<file path="config.mk">
export PLATFORM = sky130hd
export DESIGN_NAME = iguana_rst_strap_ctrl
export DESIGN_NICKNAME = d
export VERILOG_FILES = /design/src/rtl/iguana_rst_strap_ctrl.sv
export SDC_FILE = /design/constraint.sdc
export NUM_CORES = 1
export LEC_CHECK = 0
export BUFFER_PORTS_ARGS = -buffer_cell sky130_fd_sc_hd__buf_2
export CELL_PAD_IN_SITES_DETAIL_PLACEMENT = 1
export CELL_PAD_IN_SITES_GLOBAL_PLACEMENT = 1
export CORE_MARGIN = 5
export CORE_UTILIZATION = 25
export CTS_CLUSTER_DIAMETER = 200
export DETAILED_ROUTE_END_ITERATION = 12
export HOLD_SLACK_MARGIN = 0.03
export PLACE_DENSITY = 0.57
export SETUP_SLACK_MARGIN = 0.2
export SYNTH_ARGS = -nofsm -noshare
export SYNTH_HDL_FRONTEND = slang
export SYNTH_SLANG_ARGS = --single-unit
</file>
<file path="constraint.sdc">
create_clock -name clk_i -period 3 [get_ports clk_i]
set_clock_uncertainty 0.15 [all_clocks]
set_input_delay 0.45 -clock clk_i [delete_from_list [all_inputs] [get_ports clk_i]]
set_output_delay 0.45 -clock clk_i [all_outputs]
set_load 0.05 [all_outputs]
</file>
<file path="src/rtl/iguana_rst_strap_ctrl.sv">
`default_nettype none
// ============================================================================
// Module   : iguana_rst_strap_ctrl
// Brief    : Pad-reset stretcher and boot-strap sampler. Releases the SoC
//            reset with a latched boot_mode, then the HyperBus PHY reset.
// Revision : 1.0 - initial release
// ============================================================================
module iguana_rst_strap_ctrl #(
    parameter int RST_STRETCH_CYCLES   = 32,
    parameter int SYNC_STAGES          = 2,
    parameter int STRAP_STABLE_CYCLES  = 8,
    parameter int STRAP_TIMEOUT_CYCLES = 256,
    parameter int HYP_RST_DELAY_CYCLES = 16
) (
    input  logic       clk_i,
    input  logic       rst_i,
    input  logic       testmode_i,
    input  logic [1:0] boot_mode_pad_i,
    input  logic       sw_rst_req_i,
    output logic       rst_soc_no,
    output logic       rst_hyp_no,
    output logic [1:0] boot_mode_o,
    output logic       boot_mode_valid_o,
    output logic       strap_err_o
);

    localparam int c_MAX_A   = (RST_STRETCH_CYCLES > HYP_RST_DELAY_CYCLES) ?
                               RST_STRETCH_CYCLES : HYP_RST_DELAY_CYCLES;
    localparam int c_CNT_MAX = (c_MAX_A > STRAP_TIMEOUT_CYCLES) ? c_MAX_A : STRAP_TIMEOUT_CYCLES;
    localparam int c_CNT_W   = $clog2(c_CNT_MAX + 1);
    localparam int c_STB_W   = $clog2(STRAP_STABLE_CYCLES + 1);

    localparam logic [c_CNT_W-1:0] c_CNT_SAT   = c_CNT_W'(c_CNT_MAX);
    localparam logic [c_CNT_W-1:0] c_HOLD_LAST = c_CNT_W'(RST_STRETCH_CYCLES - 1);
    localparam logic [c_CNT_W-1:0] c_TMO_LAST  = c_CNT_W'(STRAP_TIMEOUT_CYCLES - 1);
    localparam logic [c_CNT_W-1:0] c_HYP_LAST  = c_CNT_W'(HYP_RST_DELAY_CYCLES - 1);
    localparam logic [c_STB_W-1:0] c_STB_SAT   = c_STB_W'(STRAP_STABLE_CYCLES);
    localparam logic [c_STB_W-1:0] c_STB_LAST  = c_STB_W'(STRAP_STABLE_CYCLES - 1);

    localparam logic [1:0] c_ST_HOLD   = 2'd0;
    localparam logic [1:0] c_ST_SAMPLE = 2'd1;
    localparam logic [1:0] c_ST_SOC_UP = 2'd2;
    localparam logic [1:0] c_ST_RUN    = 2'd3;

    logic [2*SYNC_STAGES-1:0] r_sync;
    logic [1:0]               r_strap_prev;
    logic [1:0]               r_state, w_state_nxt;
    logic [c_CNT_W-1:0]       r_cnt, w_cnt_nxt, w_cnt_inc;
    logic [c_STB_W-1:0]       r_stable, w_stable_nxt, w_stable_inc;
    logic                     r_soc, w_soc_nxt;
    logic                     r_hyp, w_hyp_nxt;
    logic                     r_valid, w_valid_nxt;
    logic                     r_err, w_err_nxt;
    logic [1:0]               r_boot, w_boot_nxt;
    logic [1:0]               w_strap_sync;
    logic                     w_equal;

    assign w_strap_sync = r_sync[2*SYNC_STAGES-1 -: 2];
    assign w_equal      = (w_strap_sync == r_strap_prev);
    assign w_cnt_inc    = (r_cnt == c_CNT_SAT) ? r_cnt : r_cnt + 1'b1;
    assign w_stable_inc = (r_stable == c_STB_SAT) ? r_stable : r_stable + 1'b1;

    // Previous-sample register runs every cycle so SAMPLE can compare on its first edge.
    always_ff @(posedge clk_i or posedge rst_i) begin
        if (rst_i) begin
            r_sync       <= '0;
            r_strap_prev <= '0;
        end else begin
            r_sync       <= {r_sync[2*SYNC_STAGES-3:0], boot_mode_pad_i};
            r_strap_prev <= w_strap_sync;
        end
    end

    always_ff @(posedge clk_i or posedge rst_i) begin
        if (rst_i) begin
            r_state  <= c_ST_HOLD;
            r_cnt    <= '0;
            r_stable <= '0;
            r_soc    <= 1'b0;
            r_hyp    <= 1'b0;
            r_valid  <= 1'b0;
            r_err    <= 1'b0;
            r_boot   <= '0;
        end else begin
            r_state  <= w_state_nxt;
            r_cnt    <= w_cnt_nxt;
            r_stable <= w_stable_nxt;
            r_soc    <= w_soc_nxt;
            r_hyp    <= w_hyp_nxt;
            r_valid  <= w_valid_nxt;
            r_err    <= w_err_nxt;
            r_boot   <= w_boot_nxt;
        end
    end

    always_comb begin
        w_state_nxt  = r_state;
        w_cnt_nxt    = r_cnt;
        w_stable_nxt = r_stable;
        w_soc_nxt    = r_soc;
        w_hyp_nxt    = r_hyp;
        w_valid_nxt  = r_valid;
        w_err_nxt    = r_err;
        w_boot_nxt   = r_boot;
        case (r_state)
            c_ST_HOLD: begin
                w_soc_nxt = 1'b0;
                w_hyp_nxt = 1'b0;
                if (r_cnt == c_HOLD_LAST) begin
                    w_state_nxt  = c_ST_SAMPLE;
                    w_cnt_nxt    = '0;
                    w_stable_nxt = '0;
                end else begin
                    w_cnt_nxt = w_cnt_inc;
                end
            end
            c_ST_SAMPLE: begin
                w_cnt_nxt    = w_cnt_inc;
                w_stable_nxt = w_equal ? w_stable_inc : '0;
                // Stable completion is checked first so it wins a same-cycle timeout.
                if (w_equal && (r_stable == c_STB_LAST)) begin
                    w_state_nxt = c_ST_SOC_UP;
                    w_cnt_nxt   = '0;
                    w_boot_nxt  = w_strap_sync;
                    w_valid_nxt = 1'b1;
                    w_err_nxt   = 1'b0;
                    w_soc_nxt   = 1'b1;
                end else if (r_cnt == c_TMO_LAST) begin
                    w_state_nxt = c_ST_SOC_UP;
                    w_cnt_nxt   = '0;
                    w_boot_nxt  = w_strap_sync;
                    w_valid_nxt = 1'b1;
                    w_err_nxt   = 1'b1;
                    w_soc_nxt   = 1'b1;
                end
            end
            c_ST_SOC_UP: begin
                if (sw_rst_req_i) begin
                    w_state_nxt = c_ST_HOLD;
                    w_cnt_nxt   = '0;
                    w_soc_nxt   = 1'b0;
                    w_hyp_nxt   = 1'b0;
                    w_valid_nxt = 1'b0;
                    w_err_nxt   = 1'b0;
                end else if (r_cnt == c_HYP_LAST) begin
                    w_state_nxt = c_ST_RUN;
                    w_cnt_nxt   = '0;
                    w_hyp_nxt   = 1'b1;
                end else begin
                    w_cnt_nxt = w_cnt_inc;
                end
            end
            default: begin
                if (sw_rst_req_i) begin
                    w_state_nxt = c_ST_HOLD;
                    w_cnt_nxt   = '0;
                    w_soc_nxt   = 1'b0;
                    w_hyp_nxt   = 1'b0;
                    w_valid_nxt = 1'b0;
                    w_err_nxt   = 1'b0;
                end
            end
        endcase
    end

    // DFT bypass: resets follow the pad reset, straps pass straight through.
    assign rst_soc_no        = testmode_i ? ~rst_i          : r_soc;
    assign rst_hyp_no        = testmode_i ? ~rst_i          : r_hyp;
    assign boot_mode_o       = testmode_i ? boot_mode_pad_i : r_boot;
    assign boot_mode_valid_o = testmode_i ? 1'b1            : r_valid;
    assign strap_err_o       = testmode_i ? 1'b0            : r_err;

endmodule
`default_nettype wire

</file>
# After elaboration in Yosys (flattened, before gate mapping)
# Index checks and enable logic that the tools add are counted.
dict set report totals {
  reg_bits 27
  input_bits 6
  out_inout_bits 6
  elab_cells 78
}
dict set report classes {
  add_sub_neg 2
  eq_ne 13
  n_mux 36
  bitwise 3
  n_reduce_logical 14
}
# op n
set ops {}
lappend ops {{two-way mux 9 bit} 7}
lappend ops {{case mux 9 bit (3 select lines)} 1}
lappend ops {{two-way mux 2 bit} 9}
lappend ops {{two-way mux 4 bit} 3}
lappend ops {{two-way mux 1 bit} 10}
lappend ops {{adder 9 x 1 -> 9 bit, second input constant} 1}
lappend ops {{== test 9 x 4 -> 1 bit, second input constant} 1}
lappend ops {{== test 9 x 5 -> 1 bit, second input constant} 1}
lappend ops {{== test 9 x 8 -> 1 bit, second input constant} 1}
lappend ops {{== test 9 bit, second input constant} 1}
lappend ops {{!= test 3 bit, second input constant} 3}
lappend ops {{AND reduction 3 bit} 3}
lappend ops {{case mux 4 bit (2 select lines)} 1}
lappend ops {{case mux 1 bit (2 select lines)} 3}
lappend ops {{case mux 2 bit (3 select lines)} 1}
lappend ops {{nonzero test 2 bit} 3}
lappend ops {{nonzero test 3 bit} 2}
lappend ops {{adder 4 x 1 -> 4 bit, second input constant} 1}
lappend ops {{== test 4 x 3 -> 1 bit, second input constant} 1}
lappend ops {{== test 4 bit, second input constant} 1}
lappend ops {{AND reduction 2 bit} 2}
lappend ops {{AND reduction 4 bit} 1}
lappend ops {{nonzero test 4 bit} 1}
lappend ops {{NOT 1 bit} 3}
lappend ops {{other kinds (7)} 7}

# Depth between registers and ports, before layout
# Gate-level depths: netlist of run 1.
dict set report depth {
  word_depth 5
  ltp_mapped 9
  mapped_depth_nobuf 8
}

# Worst setup path after synthesis of run 1
# Ideal clock, no wire load.
dict set report synth_path {
  kind {input -> output}
  startpoint {in rst_i}
  endpoint {out rst_hyp_no}
  arrival_ns 1.719
  required_ns 2.400
  setup_slack_ns 0.681
  cell_stages 3
  path_buffers 0
  cell_sequence {inv_1 > nand2_1 > o21ai_0}
}
dict set report synth_between {
  elab_chain_cells 2
}
# item line_no
set synth_rtl {}
lappend synth_rtl {{start: declaration} 16} ;# input logic rst_i,
lappend synth_rtl {{NOT 1 bit} 168} ;# assign rst_hyp_no = testmode_i ? ~rst_i : r_hyp;
lappend synth_rtl {{two-way mux 1 bit} 168}
lappend synth_rtl {{end: declaration} 21} ;# output logic rst_hyp_no,
# Every way passes these cells.

# Worst setup path in the final report of run 1
dict set report layout_path {
  startpoint {reg r_cnt[0]}
  endpoint {reg r_cnt[2]}
}
dict set report layout_between {
  elab_chain_cells 5
  elab_cells_between_ends 12
  cone_classes {add/sub: 1; eq/ne: 4; mux: 7}
}
# item line_no
set layout_rtl {}
lappend layout_rtl {{start: declaration} 48} ;# logic [c_CNT_W-1:0] r_cnt, w_cnt_nxt, w_cnt_inc;
lappend layout_rtl {{start signal: assignment} 86} ;# r_cnt <= w_cnt_nxt;
lappend layout_rtl {{adder 9 x 1 -> 9 bit / == test 9 bit (equally long branches)} 60} ;# assign w_cnt_inc = (r_cnt == c_CNT_SAT) ? r_cnt : r_cnt + 1'b1;
lappend layout_rtl {{two-way mux 9 bit} 60}
lappend layout_rtl {{two-way mux 9 bit, on equally long branches} {145, 128}}
lappend layout_rtl {{two-way mux 9 bit, on equally long branches} {138, 121}}
lappend layout_rtl {{case mux 9 bit (3 select lines) (*)} 105} ;# case (r_state)
# Every way passes the cells marked *; elsewhere a longest branch is shown, timed or not.
# A chain may end at the register's enable or synchronous reset.

==> results of run 1 <==
-- worst max-delay path: stages, from the launching register on --
cell and delay [ns]:
dfrtp_1 0.44, ha_1 0.28, and3_2 0.23, and3_1 0.18, ha_1 0.20, a31oi_1 0.24, a22oi_1 0.11, buf_4 0.21
a21oi_1 0.22, a22o_1 0.20
-- flip-flops by register name, summed over array words and instances, names as in the netlist --
name,count
r_valid,1
r_sync,4
r_cnt,9
r_strap_prev,2
r_stable,4
r_soc,1
r_boot,2
r_err,1
r_state,2
r_hyp,1
-- per-layer routing --
layer / global-route usage / share of wire
met5: 0 / 0
met4: 0.0263 / 0.0084
met1: 0.130 / 0.50
met3: 0.0245 / 0.024
met2: 0.174 / 0.47
-- synthesized netlist by cell type, drive strengths merged --
| cell type | number | area share |
|---|---|---|
| nor2 | 4 | 0.011 |
| a31oi | 3 | 0.014 |
| dfrtp | 27 | 0.49 |
| and4b | 2 | 0.015 |
| nand2 | 18 | 0.049 |
| nor3b | 1 | 0.0054 |
| a311oi | 1 | 0.0063 |
| ha | 5 | 0.045 |
| o31ai | 1 | 0.0091 |
| nor4 | 2 | 0.020 |
| a21o | 2 | 0.011 |
| xor2 | 1 | 0.0063 |
| clkinv | 1 | 0.0027 |
| and2 | 1 | 0.0045 |
| a21oi | 1 | 0.0036 |
| nand2b | 2 | 0.0091 |
| buf | 1 | 0.0036 |
| o21ai | 17 | 0.062 |
| or2 | 2 | 0.011 |
| nand3 | 6 | 0.022 |
| nand4 | 1 | 0.0045 |
| mux2 | 5 | 0.041 |
| nor3 | 3 | 0.011 |
| and3b | 1 | 0.0063 |
| a22o | 2 | 0.013 |
| a211o | 1 | 0.0063 |
| a211oi | 1 | 0.0054 |
| inv | 8 | 0.022 |
| a311o | 1 | 0.0073 |
| xnor2 | 3 | 0.019 |
| and3 | 5 | 0.024 |
| nor2b | 7 | 0.032 |
| a22oi | 1 | 0.0054 |
| o21bai | 1 | 0.0054 |
-- stage by stage --
step,hold WS (ns),power (µW),worst slack [ns]
after floorplan,0.181,544,0.681
final,0.100,801,0.485
after CTS,0.104,817,0.500
after global placement,0.183,583,0.599
after detailed placement,0.191,595,0.534
after global routing,0.123,856,0.367
-- logic make-up after synthesis --
group | Yosys count | share of synthesized area
simple gates | 55 | 0.223
compound gates | 32 | 0.148
flops | 27 | 0.490
buf+inv | 10 | 0.0281
mux | 5 | 0.0408
fa+ha+maj | 5 | 0.0453
xor+xnor | 4 | 0.0254
-- cell type report --
class	count	area, µm²
fillers	651	3850
flip-flops and latches	27	676
multi-input cells	101	666
well taps	72	90.1
repair buffers	13	70.1
clock buffers	3	41.3
inverters	9	33.8
clock inverters	1	7.51
-- path summary, 6_finish.rpt --
check,to,slack (ns),cells past startpoint
min reg2reg,r_sync[3]$_DFF_PP0_,0.21,0
min in group clk_i,r_sync[1]$_DFF_PP0_,0.13,1
min,r_boot[1]$_DFFE_PP0P_,0.1,3
max reg2reg,r_cnt[2]$_DFFE_PP0N_,0.49,9
max,r_cnt[2]$_DFFE_PP0N_,0.49,9
max in group asynchronous,r_cnt[2]$_DFFE_PP0N_,2.33,3
-- where the power goes --
group	internal (µW)	total [µW]	switching (µW)
sequential	396	440	43.4
clock	94.4	216	121
combinational	59.8	146	86.0
total	550	801	250
==> summary.md, run 1 <==
| Metric | Value |
|---|---|
| Vias in the first global route | 1155 |
| Finished Layout Cells | 226 |
| DP Cell Count | between 200 and 250 |
| Pwr Density | around 510 nW/µm² |
| Most frequent cells in the layout | 27 x dfrtp_1, 18 x nand2_1, 11 x o21ai_1, 11 x buf_2, 8 x inv_1 |
| Routed Antenna Nets | 0 |
| Worst flop-to-flop path startpoint | r_cnt[0]$_DFFE_PP0N_ |
| Leakage power | about 0.00074 µW |
| 1st-pass router iterations | 4 |
| Crit-path max FO | 11 |
| Crit path kind | reg -> reg |
| CTS tree | yes |
| DR vias | around 1000 |
| IO Pins | 12 |
| Area delta synth->final | 14.8% |
| HP Class | in -> async |
| Final Net Count | between 150 and 200 |
| Worst-Margin Slew | 0.425 ns |
| Syn_area_per_cell | roughly 10 µm² |
| Post-DP HPWL | around 2.4 mm |
| Sequential fraction of the synthesis area | 0.490 |
| TritonCTS Buffers | 3 |
| Maximum VDD drop | 0.205 mV |
| Placer Congestion | about 0.8 |
| Status | completed |
| Worst slew margin | 0.714 |
| Max Slew Vio Count | 0 |
| Gr usage total | 0.102 |
| Final std cell area, no fill | between 1500 and 2000 µm² |
| Clk sink count | 27 |
| Final Hold Fails | 0 |
| Cells after synthesis | approximately 140 |
| Worst EP arrival | 2.58 ns |
| Synth Net Count | between 100 and 150 |
| #FFs+latches synth | 27 |
| Wire length per cell | between 10 and 15 µm |
| DIE HEIGHT | about 84 µm |
| GRT Residual Overflow | 0 |
| Largest net degree at the start of global routing | 28 |
| First-pass GRT wire length | between 5 and 6 mm |
| CP Launch Point | r_cnt[0]$_DFFE_PP0N_ |
| # setup viols final | 0 |
| Most common cell after layout, fill and taps aside | dfrtp_1 |
| Worst path required time | between 3 and 4 ns |
| Initial DRC count | 39 |
| Port bufs | 11 |
| Crit. End Element | flip-flop |
| Post-layout util | 0.291 |
| Initial core utilization | 0.254 |
| # diodes | 0 |
| Final worst-path cycle share | 0.838 |
| Initial antenna violation count | 0 |
| Distinct cells, synth | 39 |
| CTS H-Tree Depth | 1 |
| Syn Std Cell Area | 1380 µm² |
| # DRC | 0 |
| Max-cap violations | 0 |
| Critical Path Start Type | flip-flop |
| Post-Route Setup TNS | 0 ns |
| Clock Path Buffers | 2 |
| Fmax | slightly below 400 MHz |
| Final wirelength | roughly 3.2 mm |
| Core area | 5440 µm² |
| CTS clk-pin slew, worst paths | 0.10 ns |
| Placed instance area | approximately 1500 µm² |
| Worst-Skew Late Latency | roughly 0.28 ns |
| Share of layout cells above drive strength 1 | 0.162 |
| Hold-fix buffer count after cts | 0 |
| RSZ-0062 raised after global routing | no |
| Setup Fix Bufs, Post-CTS | 0 |
| Die ar. | between 7000 and 8000 µm² |
| Site Rows | 27 |
| Vias per cell | ~4.6 |
| Die W | around 84 µm |
| Synth warnings | 0 |
| Period minus WS final | approximately 2.5 ns |
| PostCTS Resize Cnt | 0 |
| Root buffer cell | clkbuf_8 |
Note: power is estimated with default switching activity, not from simulation.
==> run 2: changes to the inputs <==
==> constraint.sdc (replaced) <==
create_clock -name clk_i -period 2.6 [get_ports clk_i]
set_clock_uncertainty 0.15 [all_clocks]
set_input_delay 0.39 -clock clk_i [delete_from_list [all_inputs] [get_ports clk_i]]
set_output_delay 0.39 -clock clk_i [all_outputs]
set_load 0.05 [all_outputs]
==> run 2 against run 1 <==
  * Final cell count rose by 3.1%
  * Worst hold slack got worse by 0.059 ns
  * Sequential share of layout area fell by 2.3 points
  * Count of clock-buffer cells in the layout did not move
  * Flip-flop and latch count did not move
  * Global-route usage fell by 0.31 points
  * Critical path type unchanged
==> summary.md, run 2 (synthesized netlist as in run 1, its figures left out) <==
| Metric | Value |
|---|---|
| Placer Congestion | 0.738 |
| Fmax | 437 MHz |
| RSZ-0062 raised after global routing | no |
| Wire length per cell | roughly 15 µm |
| IO Pins | 12 |
| Routed Antenna Nets | 0 |
| 1st-pass router iterations | 4 |
| Worst stage delay on the critical path | about 0.43 ns |
| # setup viols final | 0 |
| Vias per cell | between 4 and 5 |
| Clock group share of total power | 0.257 |
| Max-cap violations | 0 |
| Final wirelength | 3.43 mm |
| Post-Route Setup TNS | 0 ns |
| Gr usage total | 0.0994 |
| Sequential Power Share | 0.527 |
| Largest net degree at the start of global routing | 28 |
| Final Net Count | between 150 and 200 |
| Crit-path max FO | 6 |
| Most frequent cells in the layout | 24 x dfrtp_1, 18 x nand2_1, 12 x buf_2 |
| Leakage power | 0.000788 µW |
| Max reg flops | 9 |
| Worst EP arrival | 2.31 ns |
| Share of layout cells above drive strength 1 | 0.261 |
| DR vias | roughly 1100 |
| Period minus WS final | ~2.3 ns |
| Place WS | 0.131 ns |
| Hold-fix buffer count after cts | 0 |
| Area delta synth->final | 22.1% |
| Site Rows | 27 |
| Most flop-heavy register | r_cnt |
| Worst path required time | around 2.6 ns |
| Placed instance area | 1550 µm² |
| Sw Share | 0.314 |
| Vias in the first global route | approximately 1200 |
| Die ar. | between 7000 and 8000 µm² |
| Cell internal pwr | about 670 µW |
| Final worst-path cycle share | 0.881 |
| Worst slew margin | 0.501 |
| # diodes | 0 |
| Post-DP HPWL | 2.46 mm |
| DP Cell Count | ~220 |
| Maximum VDD drop | a little under 0.2 mV |
| Worst-Margin Slew | approximately 0.74 ns |
| Crit. End Element | flip-flop |
| # DRC | 0 |
| Flop2flop setup slack | between 0.3 and 0.4 ns |
| Worst-Skew Late Latency | between 0.2 and 0.3 ns |
| Status | completed |
| Core area | 5440 µm² |
| Slowest CP cell | dfrtp_1 |
| Most common cell after layout, fill and taps aside | dfrtp_1 |
| Clk sink count | 27 |
| Port bufs | 11 |
| Max Slew Vio Count | 0 |
| DIE HEIGHT | about 84 µm |
| Clock Path Buffers | 2 |
| Crit path kind | reg -> reg |
| Final std cell area, no fill | between 1500 and 2000 µm² |
| CTS H-Tree Depth | 1 |
| Initial DRC count | 27 |
| TritonCTS Buffers | 3 |
| Finished Layout Cells | ~230 |
| GRT Residual Overflow | 0 |
| Initial antenna violation count | 0 |
| Final WS setup | 0.309 ns |
| CTS clk-pin slew, worst paths | approximately 0.10 ns |
| Final Hold Fails | 0 |
| Pwr Density | approximately 580 nW/µm² |
| Largest regs | r_cnt (9), r_stable (4), r_sync (4) |
| Die W | around 84 µm |
| Root buffer cell | clkbuf_8 |
| Initial core utilization | 0.254 |
| Combinational Power Share | 0.216 |
| First-pass GRT wire length | approximately 5.7 mm |
| Worst path cell trace | ha_2, and3_2, and3_1, ha_1, a31oi_4, a22oi_2, buf_4, o21ai_2, mux2_2 |
| Critical Path Start Type | flip-flop |
| CTS tree | yes |
| HP Class | in -> async |
| P_sw | 304 µW |
-- run 2: cell type report --
class / count / area, µm²
fillers: 646 / 3750
multi-input cells: 101 / 713
flip-flops and latches: 27 / 679
repair buffers: 20 / 120
well taps: 72 / 90.1
clock buffers: 3 / 41.3
inverters: 9 / 33.8
clock inverters: 1 / 7.51
-- run 2: timing repair --
item | 4_1_cts | 5_1_grt
setup endpoints to repair | 3 | 7
pin swaps | 0 | 1
cloned | 0 | 1
setup buffers | 0 | 4
resized for setup | 3 | 11
endpoints found under the hold margin | 0 | 0
-- run 2: routing by layer --
metal,global-route usage,vias up,share of wire
li1,-,533,-
met1,0.123,537,0.46
met2,0.172,9,0.51
met3,0.0294,2,0.028
met4,0.0175,0,0.0041
met5,0,-,0
-- run 2: power groups by stage --
stage               registers, µW  clock network [µW]  logic, µW
CTS                           508                 265        175
global placement              509                   0        166
detailed placement            516                   0        173
finish                        511                 249        209
floorplan                     500                   0        128
global route                  518                 278        233
-- run 2: critical path: cells and delay by family, from the launching register on --
family / cells / cell delay, ns
adders and majority gates: 2 / 0.45
muxes: 1 / 0.27
DFF: 1 / 0.43
AOI/OAI and AO/OA: 3 / 0.31
buffers and inverters: 1 / 0.20
and+or+nand+nor: 2 / 0.36
-- run 2: worst paths after layout --
| path | startpoint | to | depth (start not counted) |
|---|---|---|---|
| max | r_cnt[0]$_DFFE_PP0N_ | r_cnt[0]$_DFFE_PP0N_ | 9 |
| min | rst_i | r_hyp$_DFFE_PP0P_ | 3 |
| max reg2reg | r_cnt[0]$_DFFE_PP0N_ | r_cnt[0]$_DFFE_PP0N_ | 9 |
| min reg2reg | r_sync[1]$_DFF_PP0_ | r_sync[3]$_DFF_PP0_ | 0 |
| max in group asynchronous | rst_i | r_cnt[1]$_DFFE_PP0N_ | 3 |
| min in group clk_i | boot_mode_pad_i[1] | r_sync[1]$_DFF_PP0_ | 1 |
-- run 2: stage by stage --
step,hold WS (ns),utilization,total power [µW]
2_1_floorplan,0.181,-,628
5_1_grt,0.0555,0.310,1030
3_5_place_dp,0.187,0.285,689
4_1_cts,0.0505,0.296,948
3_3_place_gp,0.182,0.285,675
6_report,0.0406,0.310,970
==> run 3: changes to the inputs <==
==> constraint.sdc (replaced) <==
create_clock -name clk_i -period 2.6 [get_ports clk_i]
set_clock_uncertainty 0.15 [all_clocks]
set_input_delay 0.52 -clock clk_i [delete_from_list [all_inputs] [get_ports clk_i]]
set_output_delay 0.52 -clock clk_i [all_outputs]
set_load 0.05 [all_outputs]
==> run 3 against run 2 <==
  * Clock power grew 4%
  * Via count grew 1.5%
  * Critical path type unchanged
  * Critical path depth is the same
  * Final cell count grew 0.43%
  * Non-clock buffer count grew 1
  * Worst setup slack gained 0.010 ns
  * Global-route usage shrank 0.59 points
  * Flip-flop and latch count is the same
  * Worst hold slack gained 0.13 ns
  * First-iteration DRC count shrank 26%
  * Largest cell class unchanged
  * Die area is the same
==> summary.md, run 3 (synthesized netlist as in run 1, its figures left out) <==
| Metric | Value |
|---|---|
| Initial core utilization | 0.254 |
| Largest net degree at the start of global routing | 28 |
| CTS clk-pin slew, worst paths | 0.10 ns |
| Die W | roughly 84 µm |
| Worst EP arrival | 2.30 ns |
| Most common cell after layout, fill and taps aside | dfrtp_1 |
| Fmax | about 440 MHz |
| Root buffer cell | clkbuf_8 |
| CTS H-Tree Depth | 1 |
| # setup viols final | 0 |
| DR vias | 1097 |
| Most frequent cells in the layout | 25 x dfrtp_1, 18 x nand2_1, 12 x o21ai_1 |
| Area delta synth->final | 21.4% |
| FF/Latch Area | a little under 700 µm² |
| Pwr Density | 594 nW/µm² |
| Area of the multi-input gates | 689 µm² |
| Largest regs | r_cnt (9), r_stable (4), r_sync (4) |
| Worst-Margin Slew | approximately 0.66 ns |
| Post-DP HPWL | 2.44 mm |
| Final worst-path cycle share | 0.877 |
| DIE HEIGHT | roughly 84 µm |
| GRT Residual Overflow | 0 |
| Worst slew margin | 0.553 |
| Die ar. | between 7000 and 8000 µm² |
| Final Net Count | 174 |
| Status | completed |
| DP Cell Count | approximately 220 |
| Period minus WS final | about 2.3 ns |
| Initial antenna violation count | 0 |
| Crit-path max FO | 11 |
| Final wirelength | roughly 3.2 mm |
| CTS tree | yes |
| Wire length per cell | ~14 µm |
| Crit. End Element | flip-flop |
| Routed Antenna Nets | 0 |
| First-pass GRT wire length | 5.36 mm |
| Port bufs | 11 |
| Most flop-heavy register | r_cnt |
| Vias in the first global route | roughly 1100 |
| Number of fill cells | approximately 640 |
| Clk sink count | 27 |
| Flop2flop setup slack | 0.32 ns |
| 1st-pass router iterations | 4 |
| Finished Layout Cells | 234 |
| Final WS setup | approximately 0.32 ns |
| # diodes | 0 |
| Gr usage total | 0.0934 |
| RSZ-0062 raised after global routing | yes |
| TritonCTS Buffers | 3 |
| Critical Path Start Type | flip-flop |
| Leakage power | 0.000785 µW |
| Clock Path Buffers | 2 |
| Post-layout util | 0.308 |
| Initial DRC count | 20 |
| Post-Route Setup TNS | 0 ns |
| IO Pins | 12 |
| Max-cap violations | 0 |
| Max Slew Vio Count | 0 |
| Share of layout cells above drive strength 1 | 0.247 |
| Site Rows | 27 |
| Max reg flops | 9 |
| Final Hold Fails | 0 |
| Vias per cell | roughly 4.7 |
| Placer Congestion | 0.748 |
| Worst-Skew Late Latency | about 0.28 ns |
| Core area | approximately 5400 µm² |
| Crit path kind | reg -> reg |
| Hold-fix buffer count after cts | 0 |
| HP Class | in -> async |
| # DRC | 0 |
| Worst path required time | 2.62 ns |
| Place WS | 0.151 ns |
| Maximum VDD drop | ~0.26 mV |
-- run 3: where the power goes --
part	total (µW)	switching, µW	internal, µW
Combinational	235	120	115
Sequential	500	40.2	460
Clock	260	148	113
-- run 3: path summary, 6_finish.rpt --
check,startpoint,end,cells past startpoint
min in group clk_i,boot_mode_pad_i[1],r_sync[1]$_DFF_PP0_,1
worst max register to register,r_cnt[2]$_DFFE_PP0N_,r_cnt[0]$_DFFE_PP0N_,9
worst max-delay path,r_cnt[2]$_DFFE_PP0N_,r_cnt[0]$_DFFE_PP0N_,9
worst min register to register,r_sync[0]$_DFF_PP0_,r_sync[2]$_DFF_PP0_,0
worst min-delay path,rst_i,r_boot[1]$_DFFE_PP0P_,3
max in group asynchronous,rst_i,r_cnt[2]$_DFFE_PP0N_,3
-- run 3: repair_timing --
item / 4_1_cts / 5_1_grt
gates resized for setup: 3 / 6
setup buffers: 0 / 6
endpoints found under the setup margin: 3 / 6
-- run 3: metrics by stage --
step | instance area (µm²) | hold slack (ns) | power (µW)
finish | 1680 | 0.170 | 995
global route | 1680 | 0.189 | 1050
CTS | 1610 | 0.181 | 951
detailed placement | 1550 | 0.196 | 685
global placement | 1550 | 0.182 | 677
floorplan | 1380 | 0.181 | 628
-- run 3: routing by layer --
metal | share of wire | wire, µm | track usage | vias up
met4 | 0.016 | 50 | 0.0395 | 0
met3 | 0.021 | 67 | 0.0157 | 4
li1 | - | - | - | 536
met2 | 0.49 | 1580 | 0.157 | 8
met1 | 0.47 | 1520 | 0.118 | 549
met5 | 0 | 0 | 0 | -
-- run 3: worst max-delay path: stages, from the launching register on --
cell,delay [ns]
dfrtp_2,0.43
and3_1,0.21
and3_2,0.22
and3_1,0.16
ha_1,0.19
a31oi_2,0.06
a22oi_1,0.19
buf_4,0.22
o21ai_2,0.08
mux2_2,0.27
-- run 3: area by class of cell --
cell class	count	share of cell area
Sequential cell	27	0.405
Timing Repair Buffer	21	0.0777
Multi-Input combinational cell	101	0.412
Tap cell	72	0.0538
Clock buffer	3	0.0246
Clock inverter	1	0.00523
Inverter	9	0.0224
